$ cat src/rtl/simon_round_ctrl.sv
// Round sequencer for the Simon Says game: two timed pattern entries, a compare step,
// and a held win/lose verdict driving the turn, status, countdown and LED outputs.
module simon_round_ctrl #(
  parameter int unsigned TICKS_PER_SEC = 50000000,
  parameter int unsigned ROUND_SECS    = 9,
  parameter int unsigned PAT_W         = 8
) (
  input  logic             cin,
  input  logic             reset,
  input  logic             start,
  input  logic             commit,
  input  logic [PAT_W-1:0] sw,
  output logic             turn,
  output logic [1:0]       status,
  output logic [3:0]       seconds,
  output logic [PAT_W-1:0] sw_leds,
  output logic             busy
);

  localparam int unsigned    TickW      = (TICKS_PER_SEC > 1) ? $clog2(TICKS_PER_SEC) : 1;
  localparam logic [TickW-1:0] TickLast = TickW'(TICKS_PER_SEC - 1);
  localparam logic [3:0]     SecsInit   = 4'(ROUND_SECS);

  localparam logic [1:0] StatusNeutral = 2'b00;
  localparam logic [1:0] StatusLose    = 2'b01;
  localparam logic [1:0] StatusWin     = 2'b11;

  typedef enum logic [2:0] {
    StIdle,
    StP1,
    StGap,
    StP2,
    StCmp,
    StResult
  } state_e;

  state_e           state_q;
  logic [PAT_W-1:0] pat1_q;
  logic [PAT_W-1:0] pat2_q;
  logic [TickW-1:0] tick_q;
  logic             start_q;
  logic             commit_q;

  logic             start_rise;
  logic             commit_rise;
  logic             wrap;
  logic             entry_done;
  logic [TickW-1:0] tick_next;
  logic [3:0]       secs_next;

  assign start_rise  = start & ~start_q;
  assign commit_rise = commit & ~commit_q;
  assign wrap        = (tick_q == TickLast);
  // Time runs out on the wrap that takes the digit from 1 to 0.
  assign entry_done  = commit_rise | (wrap & (seconds == 4'd1));
  assign tick_next   = wrap ? '0 : tick_q + TickW'(1);

  always_comb begin
    secs_next = seconds;
    if (wrap && (seconds != 4'd0)) begin
      secs_next = seconds - 4'd1;
    end
  end

  always_ff @(posedge cin or posedge reset) begin
    if (reset) begin
      state_q  <= StIdle;
      pat1_q   <= '0;
      pat2_q   <= '0;
      tick_q   <= '0;
      start_q  <= 1'b0;
      commit_q <= 1'b0;
      turn     <= 1'b0;
      status   <= StatusNeutral;
      seconds  <= SecsInit;
      sw_leds  <= '0;
      busy     <= 1'b0;
    end else begin
      start_q  <= start;
      commit_q <= commit;

      unique case (state_q)
        StIdle, StResult: begin
          sw_leds <= '0;
          if (start_rise) begin
            state_q <= StP1;
            pat1_q  <= '0;
            pat2_q  <= '0;
            tick_q  <= '0;
            seconds <= SecsInit;
            status  <= StatusNeutral;
            turn    <= 1'b0;
            busy    <= 1'b1;
          end
        end

        StP1: begin
          pat1_q  <= pat1_q | sw;
          tick_q  <= tick_next;
          seconds <= secs_next;
          if (entry_done) begin
            state_q <= StGap;
            turn    <= 1'b1;
            sw_leds <= '0;
          end else begin
            sw_leds <= sw;
          end
        end

        // Hold here until every switch is down so player 1's entry cannot leak into pat2.
        StGap: begin
          sw_leds <= '0;
          seconds <= SecsInit;
          tick_q  <= '0;
          if (sw == '0) begin
            state_q <= StP2;
          end
        end

        StP2: begin
          pat2_q  <= pat2_q | sw;
          tick_q  <= tick_next;
          seconds <= secs_next;
          if (entry_done) begin
            state_q <= StCmp;
            sw_leds <= '0;
          end else begin
            sw_leds <= sw;
          end
        end

        StCmp: begin
          status  <= (pat1_q == pat2_q) ? StatusWin : StatusLose;
          busy    <= 1'b0;
          sw_leds <= '0;
          state_q <= StResult;
        end

        default: begin
          state_q <= StIdle;
          turn    <= 1'b0;
          busy    <= 1'b0;
          sw_leds <= '0;
        end
      endcase
    end
  end

endmodule

$ cat config.mk
export PLATFORM = sky130hd
export DESIGN_NAME = simon_round_ctrl
export DESIGN_NICKNAME = d
export VERILOG_FILES = /design/src/rtl/simon_round_ctrl.sv
export SDC_FILE = /design/constraint.sdc
export NUM_CORES = 1
export LEC_CHECK = 0
export CORE_MARGIN = 1
export CORE_UTILIZATION = 30
export DETAILED_ROUTE_END_ITERATION = 12
export GPL_TIMING_DRIVEN = 0
export PLACE_DENSITY = 0.56
export SETUP_SLACK_MARGIN = 0.3
export SLEW_MARGIN = 20
export SYNTH_ARGS = -nofsm -noshare
export SYNTH_HDL_FRONTEND = slang
export SYNTH_SLANG_ARGS = --single-unit
$ cat constraint.sdc
create_clock -name cin -period 2.9 [get_ports cin]
set_input_delay 0.58 -clock cin [delete_from_list [all_inputs] [get_ports cin]]
set_output_delay 0.58 -clock cin [all_outputs]
set_load 0.01 [all_outputs]
# [Word level (Yosys, flattened, before mapping)]
# Index checks and enable logic that the tools add are counted.
[op_classes] n_addsub=2 eq_ne=13 n_mux=24 n_bitwise=10 n_reduce_logical=20
[op_table] cell="$pmux W26 S3" n=1
[op_table] cell="$mux W26" n=2
[op_table] cell="$pmux W8 S2" n=2
[op_table] cell="$add A26 B1 Y26 const B" n=1
[op_table] cell="$eq A26 B26 Y1 const B" n=1
[op_table] cell="$mux W8" n=3
[op_table] cell="$or A8 B8 Y8" n=2
[op_table] cell="$pmux W3 S5" n=1
[op_table] cell="$mux W3" n=4
[op_table] cell="$pmux W4 S3" n=1
[op_table] cell="$reduce_and A2 Y1" n=5
[op_table] cell="$eq A8 B8 Y1" n=1
[op_table] cell="$logic_not A8 Y1" n=1
[op_table] cell="$mux W4" n=2
[op_table] cell="$ne A2 B2 Y1 const B" n=4
[op_table] cell="$eq A3 B2 Y1 const B" n=2
[op_table] cell="$eq A3 B3 Y1 const B" n=2
[op_table] cell="$reduce_and A3 Y1" n=2
[op_table] cell="$reduce_bool A2 Y1" n=3
[op_table] cell="$reduce_or A3 Y1" n=2
[op_table] cell="$eq A4 B1 Y1 const B" n=1
[op_table] cell="$mux W2" n=2
[op_table] cell="$not A1 Y1" n=4
[op_table] cell="$pmux W2 S2" n=1
[op_table] cell="other kinds (14)" n=19
[word_totals] register_bits=63 in_bits=12 elab_cells=80

# [Logic depth before layout (Yosys ltp)]
# Gate-level depths: netlist (run 1).
[logic_depth] word_depth=5 depth_mapped=8 ltp_nobuf=6

# [Worst setup path before layout (run 1)]
# OpenSTA, ideal clock, no wires.
[synth_timing] path_kind="input to register" start="input start" end="register tick_q[15]" setup_time_ps=118 arrival_ps=1772 required_time_ps=2782 setup_slack_ps=1010 path_stages=7 path_buffers=2 cell_sequence="nor2b_1 o21ai_0 buf_1 nand2_1 clkbuf_1 o21ai_0 a21o_1"
[synth_between] elab_chain_cells=3
[synth_rtl] item="start, declared" line_no="10" source="input logic start,"
[synth_rtl] item="$and A1 B1 Y1" line_no="51" source="assign start_rise = start & ~start_q;"
[synth_rtl] item="$ne A2 B2 Y1 (no source line)"
[synth_rtl] item="$reduce_and A2 Y1 (no source line)"
[synth_rtl] item="end signal, assigned" line_no="99" source="tick_q <= tick_next;"
[synth_rtl] item="end signal, assigned" line_no="122" source="tick_q <= tick_next;"
[synth_rtl] item="end, declared" line_no="40" source="logic [TickW-1:0] tick_q;"
# Every way passes these cells.
# A chain may end at the register's enable or synchronous reset.

# [Worst setup path in the final report (run 1)]
# Same ends and word-level chain as after synthesis.

==> results of run 1 <==
## repair_timing
item / in CTS / in global routing
endpoints found under the setup margin: 0 / 3
endpoints found under the hold margin: 0 / 0
gates resized for setup: 0 / 2
## final cells by class
cell class / count / area, um2 / share of cell area
buffer: 13 / 75.1 / 0.0197
clock buffer: 10 / 138 / 0.0361
clock inverter: 6 / 92.6 / 0.0243
inverter: 9 / 36.3 / 0.00951
multi-input combinational: 217 / 1430 / 0.375
sequential: 63 / 1580 / 0.414
tap: 133 / 166 / 0.0436
timing repair buffer: 28 / 298 / 0.0781
## registers in the layout, indices dropped and copies added (netlist names)
| name | cells |
|---|---|
| seconds | 4 |
| status | 2 |
| tick_q | 26 |
| pat2_q | 8 |
| commit_q | 1 |
| sw_leds | 8 |
| state_q | 3 |
| start_q | 1 |
| turn | 1 |
| busy | 1 |
| pat1_q | 8 |
## cells by family after synthesis
group	after synthesis	synth area share
AND/OR/NAND/NOR	112	0.197
AO/OA/AOI/OAI	84	0.198
flip-flops	63	0.507
buffers and inverters	22	0.0345
XOR/XNOR	16	0.0450
adder cells (fa/ha/maj)	3	0.0120
multiplexers	2	0.00643
## tightest hold or removal path, stage by stage, from the launching register on
cell                      delay, ns
sky130_fd_sc_hd__dfrtp_1       0.35
sky130_fd_sc_hd__nand2_1       0.05
sky130_fd_sc_hd__nand2_1       0.06
## per-stage QoR
step / power, mW / std cells
2_1_floorplan: 2.02 / 302
3_3_place_gp: 2.41 / 462
3_5_place_dp: 2.43 / 463
4_1_cts: 3.32 / 479
5_1_grt: 3.52 / 479
6_report: 3.28 / 479
## where the power goes
part	leakage [nW]	total, mW	internal [mW]	switching, mW
clock network	0.109	0.873	0.512	0.362
registers	0.789	1.21	1.07	0.130
logic	0.652	1.20	0.497	0.707
total	1.55	3.28	2.08	1.20
## path summary, 6_finish.rpt
path                                       start  slack [ns]                     end  cells past startpoint
min in group asynchronous                  reset        0.53    sw_leds[2]$_DFF_PP0_                      2
max reg2reg                tick_q[0]$_DFFE_PP0P_        0.67    sw_leds[6]$_DFF_PP0_                      6
max in group asynchronous                  reset        1.81  seconds[0]$_DFFE_PP1P_                      3
max                                        start        0.52  tick_q[15]$_DFFE_PP0P_                      8
min                        status[0]$_DFFE_PP0P_        0.49   status[0]$_DFFE_PP0P_                      2
min reg2reg                status[0]$_DFFE_PP0P_        0.49   status[0]$_DFFE_PP0P_                      2
## cells in the mapped netlist (all sizes together), types with 5 or more instances
| cell | instances |
|---|---|
| clkbuf | 6 |
| a21oi | 12 |
| nor4 | 7 |
| o21ai | 14 |
| buf | 7 |
| a31oi | 12 |
| nand2 | 26 |
| a22o | 17 |
| a21o | 7 |
| dfrtp | 61 |
| nor3 | 7 |
| inv | 9 |
| and2 | 11 |
| and4 | 5 |
| a211oi | 5 |
| nor2 | 18 |
| xnor2 | 14 |
| nand4 | 8 |
| nand3 | 14 |
## layout by cell type, fill, tap and decap left out, types with 4 or more instances in the layout
master / n
sky130_fd_sc_hd__a211oi_1: 4
sky130_fd_sc_hd__a21o_1: 7
sky130_fd_sc_hd__a21oi_1: 12
sky130_fd_sc_hd__a22o_1: 17
sky130_fd_sc_hd__a31oi_1: 12
sky130_fd_sc_hd__and2_1: 11
sky130_fd_sc_hd__and4_1: 5
sky130_fd_sc_hd__clkbuf_1: 5
sky130_fd_sc_hd__clkbuf_8: 10
sky130_fd_sc_hd__clkdlybuf4s50_1: 27
sky130_fd_sc_hd__dfrtp_1: 61
sky130_fd_sc_hd__inv_1: 7
sky130_fd_sc_hd__nand2_1: 26
sky130_fd_sc_hd__nand3_1: 14
sky130_fd_sc_hd__nand4_1: 5
sky130_fd_sc_hd__nor2_1: 17
sky130_fd_sc_hd__nor3_1: 7
sky130_fd_sc_hd__nor4_1: 7
sky130_fd_sc_hd__o21ai_0: 13
sky130_fd_sc_hd__xnor2_1: 14
## metal layers
| metal | GRT usage | up-vias | share of wire |
|---|---|---|---|
| met5 | 0 | - | 0 |
| met2 | 0.211 | 49 | 0.47 |
| met4 | 0.0347 | 0 | 0.0068 |
| li1 | - | 1208 | - |
| met3 | 0.0363 | 6 | 0.033 |
| met1 | 0.198 | 1215 | 0.49 |
==> results, run 1 <==
- The run finished with clean final reports.
- The most used flip-flop cell after synthesis is sky130_fd_sc_hd__dfrtp_1.
- TritonCTS built the clock tree.
- The cell type with the highest aggregate area in the netlist is sky130_fd_sc_hd__dfrtp_1.
- The number of antenna violations at the first check in global routing is 0.
- The kind of cell adding the most delay to the critical path is buffers and inverters.
- The number of buffer and inverter stages on the critical path is 3.
- For this run the aggregate overflow at the end of global routing stands at 0.
- The synthesized flop and latch total is 63.
- The buffers inserted during post-CTS setup optimization is 0.
- The overall global routing resource usage is 0.140.
- Headroom to the max-slew limit came out at 0.468.
- The number of antenna diodes in the final layout is 0.
- The clock passes through at most 2 buffers.
- The detail route stage leaves a number of antenna-violating nets equal to 0.
- The routed via count is 2478.
- The clock buffer count from CTS is 9.
- The Yosys step of the flow raised 0 warnings.
- The synthesized area is 0.00312 mm2.
- The path class of the tightest hold or removal check is reg2reg.
- The final instance area is 0.00381 mm2.
- The slew at the pin closest to its max-slew limit is 0.792 ns.
- In the post-synthesis netlist, the biggest area contributors are sky130_fd_sc_hd__dfrtp_1 49%, sky130_fd_sc_hd__a22o_1 4.8%, sky130_fd_sc_hd__xnor2_1 3.9%, sky130_fd_sc_hd__nand2_1 3.1%, sky130_fd_sc_hd__a31oi_1 2.4%.
- The count of flip-flops with a built-in enable after synthesis is 0.
- The post-cts hold buffer count is 0.
- The first global-routing pass estimated 12100 um of wire.
- The weighted congestion reported at the end of routability-driven placement is 0.792.
- The number of max-slew violations in the final report is 0.
- The maximum cell stage delay along the critical path is 0.49 ns.
- The final core utilization is 0.385.
- For the worst setup path, the data required time is 3.13 ns.
- For this run, the detailed router's first-pass iteration total came to 4.
- The H-tree was split into 3 levels.
- In the routed layout, each cell is associated on average with a via count of 5.17.
- After clock tree synthesis, the clock-pin slew on the worst setup and hold paths is 0.08 ns.
- The worst setup path is launched from a primary input.
- Among the stages of the critical path, the cell type that occurs most often is sky130_fd_sc_hd__o21ai_0.
- The sequential share of the synthesized area is 0.507.
- The cell type of the slowest stage on the worst timing path is sky130_fd_sc_hd__clkdlybuf4s50_1.
- The tool flagged a number of max-cap violations equal to 0.
- After detailed routing, the total wire length is 7050 um.
- The synthesized netlist net count is 317.
- The worst endpoint data arrival time is 2.61 ns.
- Of the post-synthesis cell area, the dominant cell type holds 0.490.
- After detailed routing, the average wire length per cell comes to 14.7 um.
- The endpoint type of the worst setup path is a flop.
- The half-perimeter wire length of the detailed placement result is 4920 um.
- In the finished design, the share of the clock period the worst path needs comes to 0.820.
- The largest net degree at the start of global routing is 47.
- For this configuration, the core starts out at a cell density of 0.314.
- The highest ir drop seen on vdd is 489 uV.
- The floorplan step defined a core boundary enclosing 0.00991 mm2.
- The critical path goes through clkdlybuf4s50_1 -> nor2b_1 -> o21ai_0 -> buf_1 -> nand2_1 -> clkbuf_2 -> o21ai_0 -> a21o_1.
- At the placement stage, the worst setup path has a slack of -0.0545 ns.
- Summed over all cells, the static leakage comes to 1.55 nW.
- The final count of hold timing violations is 0.
- 28 I/O pins were placed.
- In the routed design, unresolved DRC markers number 0.
- The power density normalized to cell area is 861 mW/mm2.
- The area of the die is 0.0108 mm2.
- CTS saw 63 sinks.
- The count of input and output buffers is 27.
- The die is 104 um wide.
- The violation count after the first detailed-route iteration is 110.
- The share of final-layout standard cells stronger than drive strength 1 is 0.107.
- From synthesis to final layout, the design area changed by 22.4%.
- The floorplan has 36 rows.
- The final worst slack is 0.521 ns.
- The gate count after technology mapping is 302.
- The height of the die is 104 um.
- Clock latency on the worst-skew pair, taken at its later pin, is 0.34 ns.
- The final setup skew is 0.0124 ns.
- The via count of the first global-routing pass is 2382.
- The async set or reset register ratio after synthesis is 1.00.
- The final setup violation count is 0.
- Along the worst path, the maximum fanout reaches 10.
- The distinct cell type count of the synthesized netlist is 54.
- The clock root buffer is sky130_fd_sc_hd__clkbuf_8.
- Based on the critical path, the design can be clocked at up to 420 MHz.
- The critical path class is in2reg.
- The setup TNS is 0 ns.
- Setup repair after global routing left no endpoint under its margin.
- A synthesized cell averages 10.3 um2.
- The layout filler cell count is 993.
- The post-placement cell area is 0.00358 mm2.
- The clock period could shrink to 2.38 ns.
- Hold timing on the final database bottoms out at a slack of 0.492 ns.
- In the final design database the tool counted 356 nets.
Power figures use the tool's default switching activity.
==> run 2: changes to the inputs <==
PLACE_DENSITY = 0.58   (was 0.56)
clock period = 1.9 ns   (was 2.9 ns; I/O delays follow)
==> run 2 against run 1 <==
Compared with the run above: combinational power up 110%; utilization grew 5.8 points; hold slack worse by 0.16 ns; critical path depth fell by 1; non-clock buffer count is 28 higher; cell count is 5.8% higher; first-iteration DRC count unchanged; largest power group is now combinational cells; highest routed layer unchanged.
==> results, run 2 (same netlist as run 1, synthesis figures left out) <==
- The number of antenna violations at the first check in global routing is 0.
- Summed over all nets, wire length on met2 after detailed routing comes to 4010 um.
- At the worst endpoint, the arrival time is 2.09 ns.
- The worst setup path is captured at a flop.
- The detailed router finished its first iteration with 110 violations.
- Setup repair after global routing could not meet its margin everywhere.
- The critical path in this run is classified as reg2reg.
- The final worst slack is 0.0501 ns.
- The clock buffer count from CTS is 9.
- The final count of hold timing violations came to 0.
- The count of nets left with antenna violations once routing finished came out at 0.
- The critical path startpoint category is a flop.
- The register with the most flip-flops in the layout has 26 of them.
- The multi-input logic area is 0.00169 mm2.
- In this run the static leakage power is 1.85 nW.
- The slew at the pin closest to its max-slew limit is 0.501 ns.
- The post-placement cell area is 0.00363 mm2.
- The sequential cells in the finished layout cover a total of 0.00159 mm2.
- The worst hold slack across all endpoints is 0.335 ns.
- The path class of the tightest hold or removal check is in2async.
- The highest ir drop seen on vdd is 646 uV.
- For this run, design rule violations remaining after detail routing come to 0.
- Using the TritonRoute via totals, the vias-per-cell ratio works out to 5.32.
- Counting the fill cells in the layout gives 940.
- The CTS tree is built.
- The number of levels in the clock H-tree is 3.
- For this block, the routed nets add up to 8030 um of wire.
- The clock root buffer is sky130_fd_sc_hd__clkbuf_8.
- The first global-routing pass estimated 13500 um of wire.
- The top cell types in the final layout, fill and taps aside, are 53 x sky130_fd_sc_hd__dfrtp_1, 24 x sky130_fd_sc_hd__buf_4, 24 x sky130_fd_sc_hd__nand2_1, 17 x sky130_fd_sc_hd__a22o_1.
- The worst-path maximum fanout is 7.
- Static timing analysis puts the maximum clock frequency at 541 MHz.
- The highest layer touched by signal routing is met4.
- During I/O placement, the number of pins put on the boundary was 28.
- The clock reaches the later pin of the worst-skew pair after 0.35 ns.
- After detailed routing, the average wire length per cell comes to 15.8 um.
- The number of max-slew violations in the final report is 0.
- The count of input and output buffers is 27.
- The area growth from synthesis to layout is 40.7%.
- The net total in the final layout is 384.
- The die width is 104 um.
- The power density normalized to cell area is 1300 mW/mm2.
- The wire-length estimate of the detail-placed layout is 4940 um.
- Prior to clock tree synthesis, the placed netlist has a worst setup slack of -0.464 ns.
- The final instance area is 0.00438 mm2.
- The most frequent standard cell in the layout excluding fill and tap cells is sky130_fd_sc_hd__dfrtp_1.
- The die covers 0.0108 mm2.
- The flow ran to the end, and the final reports show no timing, DRC or antenna violations.
- The area of the core region is 0.00991 mm2.
- The via count of the first global-routing pass was 2741.
- The worst path required time is 2.14 ns.
- The initial cell density of the core is 0.314.
- The number of search-and-repair iterations in the first detailed-routing pass is 4.
- After global routing the overflow that remains totals 0.
- The final setup skew is 0.0114 ns.
- More flip-flops sit in one register than any other, and that register is tick_q.
- The final non-filler cell total is 507.
- The share of final-layout standard cells stronger than drive strength 1 is 0.318.
- The clock period minus worst slack is 1.85 ns.
- In this run, placement finished with an instance count of 464.
- In the global route stage, overall resource usage came out at 0.156.
- The weighted congestion reported at the end of routability-driven placement is 0.787.
- The ratio of final minimum period to clock period is 0.974.
- The met1 routed wirelength after detailed routing is 3650 um.
- The number of antenna cells inserted is 0.
- Detailed routing placed a total of 231 um of wire on met3.
- The routed via count is 2696.
- The floorplan has 36 rows.
- Once layout is complete, the utilization of the core stands at 0.442.
- The height of the die is 104 um.
- The largest net degree at the start of global routing is 30.
- Counting along the longest clock path gives a buffer depth of 2.
- For this design, the CTS-stage hold fixing added 0 buffers.
- Measured against its own limit, the worst slew margin works out to 0.664.
- The CTS clock-pin slew for the worst setup and hold paths is 0.08 ns.
- The final setup violation count is 0.
- The number of clock sinks is 63.
- The number of max-cap violations is 0.
## run 2: changes by cell type in the layout (fill, tap and decap cells not counted), moves of 4 or more
cell / before / now
sky130_fd_sc_hd__a21oi_1: 12 / 6
sky130_fd_sc_hd__a21oi_2: 0 / 6
sky130_fd_sc_hd__buf_4: 2 / 24
sky130_fd_sc_hd__buf_6: 2 / 8
sky130_fd_sc_hd__clkbuf_1: 5 / 0
sky130_fd_sc_hd__clkdlybuf4s50_1: 27 / 12
sky130_fd_sc_hd__dfrtp_1: 61 / 53
sky130_fd_sc_hd__dfrtp_2: 0 / 8
sky130_fd_sc_hd__dlygate4sd2_1: 0 / 12
sky130_fd_sc_hd__o21ai_0: 13 / 3
sky130_fd_sc_hd__o21ai_1: 1 / 6
sky130_fd_sc_hd__o21ai_2: 0 / 4
## run 2: final cells by class
class / count / share of cell area
Multi-Input combinational cell: 217 / 0.384
Sequential cell: 63 / 0.362
Timing Repair Buffer: 56 / 0.127
Tap cell: 133 / 0.0380
Clock buffer: 11 / 0.0345
Buffer: 13 / 0.0260
Clock inverter: 5 / 0.0183
Inverter: 9 / 0.00913
## run 2: power by group
| group | switching (mW) | leakage (nW) | internal, mW | total [mW] |
|---|---|---|---|---|
| Sequential | 0.222 | 0.776 | 1.64 | 1.86 |
| Clock | 0.546 | 0.112 | 0.808 | 1.35 |
| Combinational | 1.35 | 0.965 | 1.13 | 2.48 |
| Total | 2.12 | 1.85 | 3.58 | 5.70 |
## run 2: worst paths after layout
| kind | startpoint | to | slack, ns | depth (start not counted) |
|---|---|---|---|---|
| max | tick_q[12]$_DFFE_PP0P_ | tick_q[1]$_DFFE_PP0P_ | 0.05 | 7 |
| min | reset | pat2_q[0]$_DFFE_PP0P_ | 0.34 | 2 |
| max reg2reg | tick_q[12]$_DFFE_PP0P_ | tick_q[1]$_DFFE_PP0P_ | 0.05 | 7 |
| min reg2reg | status[0]$_DFFE_PP0P_ | status[0]$_DFFE_PP0P_ | 0.48 | 2 |
| max in group asynchronous | reset | seconds[0]$_DFFE_PP1P_ | 0.87 | 4 |
| min in group cin | status[0]$_DFFE_PP0P_ | status[0]$_DFFE_PP0P_ | 0.48 | 2 |
## run 2: what timing repair did
action | CTS | global route
buffers inserted | 20 | 4
pin swaps | 32 | 7
setup endpoints to repair | 74 | 55
cloned | 3 | 0
gates resized for setup | 84 | 22
## run 2: critical path, stage by stage, from the launching register on
cell                      delay (ns)
sky130_fd_sc_hd__dfrtp_2        0.43
sky130_fd_sc_hd__and4_1         0.21
sky130_fd_sc_hd__buf_4          0.18
sky130_fd_sc_hd__nand4_4        0.16
sky130_fd_sc_hd__o21a_1         0.28
sky130_fd_sc_hd__buf_6          0.17
sky130_fd_sc_hd__buf_8          0.13
sky130_fd_sc_hd__a22o_1         0.19
## run 2: per-layer routing
layer | GRT usage | vias to the layer above
met5 | 0 | -
met4 | 0.0663 | 0
met3 | 0.0332 | 17
met2 | 0.260 | 47
met1 | 0.197 | 1373
li1 | - | 1259
## run 2: metrics by stage
| step | TNS (ns) | power (mW) |
|---|---|---|
| 6_report | 0 | 5.70 |
| 4_1_cts | 0 | 5.60 |
| 3_3_place_gp | -15.03 | 3.71 |
| 2_1_floorplan | 0 | 3.11 |
| 5_1_grt | -0.487 | 6.03 |
| 3_5_place_dp | -14.05 | 3.73 |
